===== src/rtl/cache_mem_port.sv =====
// AXI4-Lite memory port for the external-memory cache: runs the line write-back, the line reload, or both in that order.
// Optional watchdog: define CACHE_MEM_PORT_TIMEOUT_EN to abort stalled AXI transfers after TIMEOUT_CYCLES.
module cache_mem_port #(
    parameter int BITS           = 32,
    parameter int ADDRESS_BITS   = 28,
    parameter int TIMEOUT_CYCLES = 1023
) (
    input  logic                    CLK,
    input  logic                    RST,
    input  logic                    req_valid,
    output logic                    req_ready,
    input  logic                    req_evict,
    input  logic                    req_reload,
    input  logic [ADDRESS_BITS-1:0] req_evict_addr,
    input  logic [ADDRESS_BITS-1:0] req_addr,
    input  logic [BITS-1:0]         req_wdata,
    input  logic [3:0]              req_wstrb,
    output logic                    rsp_valid,
    output logic [BITS-1:0]         rsp_rdata,
    output logic                    rsp_err,
    output logic [ADDRESS_BITS+1:0] axi_ext_araddr,
    output logic                    axi_ext_arvalid,
    input  logic                    axi_ext_arready,
    input  logic                    axi_ext_rvalid,
    output logic                    axi_ext_rready,
    input  logic [BITS-1:0]         axi_ext_rdata,
    input  logic [1:0]              axi_ext_rresp,
    output logic [ADDRESS_BITS+1:0] axi_ext_awaddr,
    output logic                    axi_ext_awvalid,
    input  logic                    axi_ext_awready,
    output logic                    axi_ext_wvalid,
    input  logic                    axi_ext_wready,
    output logic [BITS-1:0]         axi_ext_wdata,
    output logic [3:0]              axi_ext_wstrb,
    input  logic                    axi_ext_bvalid,
    output logic                    axi_ext_bready,
    input  logic [1:0]              axi_ext_bresp
);

    localparam logic [2:0] S_IDLE    = 3'd0;
    localparam logic [2:0] S_WB_REQ  = 3'd1;
    localparam logic [2:0] S_WB_RESP = 3'd2;
    localparam logic [2:0] S_RD_ADDR = 3'd3;
    localparam logic [2:0] S_RD_DATA = 3'd4;
    localparam logic [2:0] S_DONE    = 3'd5;

    logic [2:0]              state;
    logic [2:0]              state_next;
    logic                    evict_q;
    logic                    reload_q;
    logic [ADDRESS_BITS-1:0] evict_addr_q;
    logic [ADDRESS_BITS-1:0] addr_q;
    logic                    aw_done;
    logic                    w_done;
    logic                    err_q;
    logic                    aw_hs;
    logic                    w_hs;
    logic                    b_hs;
    logic                    ar_hs;
    logic                    r_hs;
    logic                    timeout_hit;

    // NOTE: channel valids/readies decode straight from state flops, so a reset or abort clears them on the very next cycle.
    assign axi_ext_awvalid = (state == S_WB_REQ) && !aw_done;
    assign axi_ext_wvalid  = (state == S_WB_REQ) && !w_done;
    assign axi_ext_bready  = (state == S_WB_RESP);
    assign axi_ext_arvalid = (state == S_RD_ADDR);
    assign axi_ext_rready  = (state == S_RD_DATA);
    assign axi_ext_awaddr  = {evict_addr_q, 2'b00};
    assign axi_ext_araddr  = {addr_q, 2'b00};
    assign rsp_valid       = (state == S_DONE);
    assign rsp_err         = (state == S_DONE) && err_q;

    assign aw_hs = axi_ext_awvalid && axi_ext_awready;
    assign w_hs  = axi_ext_wvalid  && axi_ext_wready;
    assign b_hs  = axi_ext_bready  && axi_ext_bvalid;
    assign ar_hs = axi_ext_arvalid && axi_ext_arready;
    assign r_hs  = axi_ext_rready  && axi_ext_rvalid;

`ifdef CACHE_MEM_PORT_TIMEOUT_EN
    localparam int CLOG_W = $clog2(TIMEOUT_CYCLES + 1);
    localparam int CNT_W  = (CLOG_W > 10) ? CLOG_W : 10;

    logic [CNT_W-1:0] wd_cnt;
    logic             wd_active;
    logic             any_hs;

    assign wd_active   = (state == S_WB_REQ) || (state == S_WB_RESP) ||
                         (state == S_RD_ADDR) || (state == S_RD_DATA);
    assign any_hs      = aw_hs || w_hs || b_hs || ar_hs || r_hs;
    // Counter value N means N idle cycles already spent, so the limit-th stalled cycle aborts.
    assign timeout_hit = wd_active && !any_hs && (wd_cnt == CNT_W'(TIMEOUT_CYCLES - 1));

    always_ff @(posedge CLK) begin
        if (RST || !wd_active || any_hs || (state_next != state)) begin
            wd_cnt <= '0;
        end else begin
            wd_cnt <= wd_cnt + 1'b1;
        end
    end
`else
    assign timeout_hit = 1'b0;
`endif

    always_comb begin
        state_next = state;
        case (state)
            S_IDLE: begin
                if (!req_ready) begin
                    if (evict_q)       state_next = S_WB_REQ;
                    else if (reload_q) state_next = S_RD_ADDR;
                    else               state_next = S_DONE;
                end
            end
            S_WB_REQ: begin
                if ((aw_done || aw_hs) && (w_done || w_hs)) state_next = S_WB_RESP;
            end
            S_WB_RESP: begin
                // The read is only issued once B is back, so aliasing addresses see the new data.
                if (b_hs) state_next = reload_q ? S_RD_ADDR : S_DONE;
            end
            S_RD_ADDR: begin
                if (ar_hs) state_next = S_RD_DATA;
            end
            S_RD_DATA: begin
                if (r_hs) state_next = S_DONE;
            end
            S_DONE:  state_next = S_IDLE;
            default: state_next = S_IDLE;
        endcase
        if (timeout_hit) state_next = S_DONE;
    end

    always_ff @(posedge CLK) begin
        if (RST) begin
            state         <= S_IDLE;
            req_ready     <= 1'b1;
            evict_q       <= 1'b0;
            reload_q      <= 1'b0;
            evict_addr_q  <= '0;
            addr_q        <= '0;
            axi_ext_wdata <= '0;
            axi_ext_wstrb <= '0;
            aw_done       <= 1'b0;
            w_done        <= 1'b0;
            err_q         <= 1'b0;
            rsp_rdata     <= '0;
        end else begin
            state <= state_next;
            if (req_valid && req_ready) begin
                req_ready     <= 1'b0;
                evict_q       <= req_evict;
                reload_q      <= req_reload;
                evict_addr_q  <= req_evict_addr;
                addr_q        <= req_addr;
                axi_ext_wdata <= req_wdata;
                axi_ext_wstrb <= req_wstrb;
                aw_done       <= 1'b0;
                w_done        <= 1'b0;
                err_q         <= 1'b0;
            end
            if (state == S_DONE) req_ready <= 1'b1;
            if (aw_hs) aw_done <= 1'b1;
            if (w_hs)  w_done  <= 1'b1;
            if (b_hs && (axi_ext_bresp != 2'b00)) err_q <= 1'b1;
            if (r_hs) begin
                rsp_rdata <= axi_ext_rdata;
                if (axi_ext_rresp != 2'b00) err_q <= 1'b1;
            end
            if (timeout_hit) err_q <= 1'b1;
        end
    end

endmodule


===== config.mk =====
export PLATFORM = sky130hd
export DESIGN_NAME = cache_mem_port
export DESIGN_NICKNAME = d
export VERILOG_FILES = /design/src/rtl/cache_mem_port.sv
export SDC_FILE = /design/constraint.sdc
export NUM_CORES = 1
export LEC_CHECK = 0
export ABC_AREA = 1
export CAP_MARGIN = 40
export CORE_ASPECT_RATIO = 1.2
export CORE_MARGIN = 3
export CORE_UTILIZATION = 38
export DETAILED_ROUTE_END_ITERATION = 10
export PLACE_DENSITY = 0.92
export RECOVER_POWER = 25
export SYNTH_ARGS = -nofsm -noshare
export SYNTH_HDL_FRONTEND = slang
export SYNTH_SLANG_ARGS = --single-unit

===== constraint.sdc =====
create_clock -name CLK -period 1.32 [get_ports CLK]
set_input_delay 0.132 -clock CLK [delete_from_list [all_inputs] [get_ports CLK]]
set_output_delay 0.132 -clock CLK [all_outputs]
set_load 0.1 [all_outputs]

==> impl_metrics.py <==
metrics = {
    "synthesis": {
        "yosysWarnings": 0,
        "synth_cells": 629,
        "ys_seq_area_frac": 0.550,
        "syn_area_um2": 4840,
        "syn_avg_cell_area_um2": 7.70,
        "ys_seq_elements": 133,
        "synth.distinct_cells": 23,
    },
    "timing": {
        "finalCritPeriodShare": 1.14,
        "rsz0062_at_grt": "yes",
        "worst_slack_ps": -178,
        "fin_crit_ps": 1500,
        "setup_tns_ps": -2940,
        "setup_viol": 57,
        "finalClockSkew_ps": 13.7,
        "clock.fmax_mhz": 667,
        "slew_violations": 0,
        "final_hold_viol_count": 0,
    },
    "pwr": {
        "powerDensity_nw_per_um2": 1920,
        "total_power_uw": 18600,
        "peakVddDrop_mv": 1.35,
        "p_leak_uw": 0.00410,
    },
    "critical_path": {
        "worst_setup_path_start_kind": "flop",
        "path_cells": "inv_4 > nand2_4 > nor2_4 > inv_2 > nor2_4 > buf_12",
        "ff2ff_setup_slack_ps": -110,
        "path_class": "reg -> out",
        "cp.arrival_ps": 1370,
        "critPathMaxFanout": 5,
        "worst_ep_required_time_ps": 1190,
        "critPathSlowestCell": "dfxtp_4",
        "critPathMaxStageDelay_ps": 370,
        "critPathTopFamily": "flip-flops",
        "critPathMostFrequentCell": "nor2_4",
        "path_buf_inv": 3,
        "cp-end-kind": "output pin",
        "timing.rr.start": "state[1]$_SDFFE_PP0P_",
        "crit_start": "state[1]$_SDFFE_PP0P_",
    },
    "grt": {
        "gr-usage-all-layers": 0.267,
        "first_global_vias": 5678,
        "grt_max_degree": 41,
        "grt-ovfl-total": 0,
        "grt_pass1_wl_um": 29000,
        "antenna_found_initial": 0,
    },
    "status": {
        "status": "complete, but fails checks",
        "violations": "setup timing",
    },
    "floorplan": {
        "initial_core_util": 0.394,
        "die_area_um2": 14100,
        "fp-row-count": 44,
        "core-area_um2": 12300,
        "ioPinCount": 274,
        "fp.dieH_um": 130,
        "die_width_um": 109,
    },
    "finish": {
        "n_fill_cell": 678,
        "syn_to_final_growth_pct": 100,
        "drive_gt1_frac": 0.275,
        "finalInstanceArea_um2": 9690,
        "layout_common_cells": "242 x nor2_1, 137 x clkdlybuf4s50_1, 129 x dfxtp_1",
        "mostFrequentLayoutCell": "nor2_1",
        "final_cells": 1100,
        "final_net_count": 1064,
        "final_util": 0.789,
    },
    "placement": {
        "routabilityCongestion": 0.820,
        "place_inst": 1051,
        "postPlaceCellArea_um2": 9290,
        "place_hpwl_um": 14500,
        "port_buffers": 269,
    },
    "clock_tree": {
        "tritoncts": "done",
        "cts_buffers": 17,
        "clock_latency_ps": 400,
        "cts.htree.levels": 4,
        "ctsRootBufferMaster": "clkbuf_16",
        "cts_buffer_depth": 2,
        "path_clk_slew_ps": 60,
        "cts_hold_buffers": 0,
        "clkSinkCount": 133,
    },
    "drt": {
        "via_per_inst": 5.24,
        "wl_per_cell_um": 20.0,
        "drcViolationCount": 0,
        "drtIter0Drc": 317,
        "first_pass_iters": 7,
        "totalWireLength_um": 21900,
        "drtAntennaViolNets": 0,
        "num_vias": 5763,
    },
    "run": {
        "maxCapViolations": 0,
    },
    "min_path": {
        "hold_class": "in -> reg",
        "min-delay-start": "axi_ext_rdata[2]",
    },
}
## final cells by class
type	count	area [um2]	share of cell area
Timing Repair Buffer	320	4110	0.424
Sequential cell	133	2680	0.276
Multi-Input combinational cell	439	2030	0.209
Clock buffer	24	503	0.0519
Tap cell	161	201	0.0208
Clock inverter	7	93.8	0.00969
Inverter	15	73.8	0.00762
Antenna cell	1	2.50	0.000258
## stage by stage
step	hold slack [ps]	setup slack, ps
floorplan	187	-409
global placement	475	-45.8
detailed placement	497	-172
CTS	305	-144
global route	330	-249
finish	336	-178
## metal layers
| metal | vias to the layer above | routed length [um] | global-route usage |
|---|---|---|---|
| li1 | 2597 | - | - |
| met1 | 2704 | 6980 | 0.257 |
| met2 | 362 | 11500 | 0.484 |
| met3 | 100 | 2070 | 0.0922 |
| met4 | 0 | 1440 | 0.158 |
| met5 | - | 0 | 0 |
## registers in the layout, summed over array words and instances, names as in the netlist
register,flops
addr_q,28
aw_done,1
axi_ext_wdata,32
axi_ext_wstrb,4
err_q,1
evict_addr_q,28
evict_q,1
reload_q,1
req_ready,1
rsp_rdata,32
state,3
w_done,1
## logic make-up after synthesis
group / Yosys count / synth area share
AOI/OAI and AO/OA: 139 / 0.147
buffers and inverters: 60 / 0.0620
and+or+nand+nor: 296 / 0.240
other: 1 / 0.000774
DFF: 133 / 0.550
## cell usage after synthesis, drive strengths merged
master | number | share of area
nor2 | 266 | 0.21
dfxtp | 133 | 0.55
o21ai | 128 | 0.13
buf | 23 | 0.033
clkbuf | 22 | 0.017
nand2 | 19 | 0.016
inv | 15 | 0.012
a21oi | 10 | 0.011
nand3 | 9 | 0.0093
and2 | 1 | 0.0013
conb | 1 | 0.00077
nor3 | 1 | 0.0010
o21bai | 1 | 0.0039
## final timing paths
kind	end	depth (start not counted)
max	rsp_err	6
min	rsp_rdata[2]$_SDFFE_PP0P_	3
max reg2reg	rsp_rdata[23]$_SDFFE_PP0P_	7
min reg2reg	axi_ext_wdata[15]$_SDFFE_PP0P_	2
## timing repair
| item | 4_1_cts | 5_1_grt |
|---|---|---|
| cloned | 0 | 6 |
| setup buffers | 8 | 5 |
| setup endpoints to repair | 9 | 22 |
| pin swaps | 8 | 6 |
| resized for setup | 11 | 32 |
## where the power goes
group / switching [uW] / total, uW / leakage (uW) / internal, uW
clock: 1690 / 4730 / 0.000287 / 3030
combinational: 5780 / 8720 / 0.00272 / 2940
sequential: 567 / 5150 / 0.00110 / 4580
total: 8040 / 18600 / 0.00410 / 10600
## worst register-to-register path, cell delays in order, from the launching register on
cell and delay (ps):
dfxtp_4 370, nor2_4 200, nand2_8 90, nor2_8 170, buf_4 160, clkbuf_16 150, o21ai_0 100, nor2_1 130
Note: power is estimated with default switching activity, not from simulation.
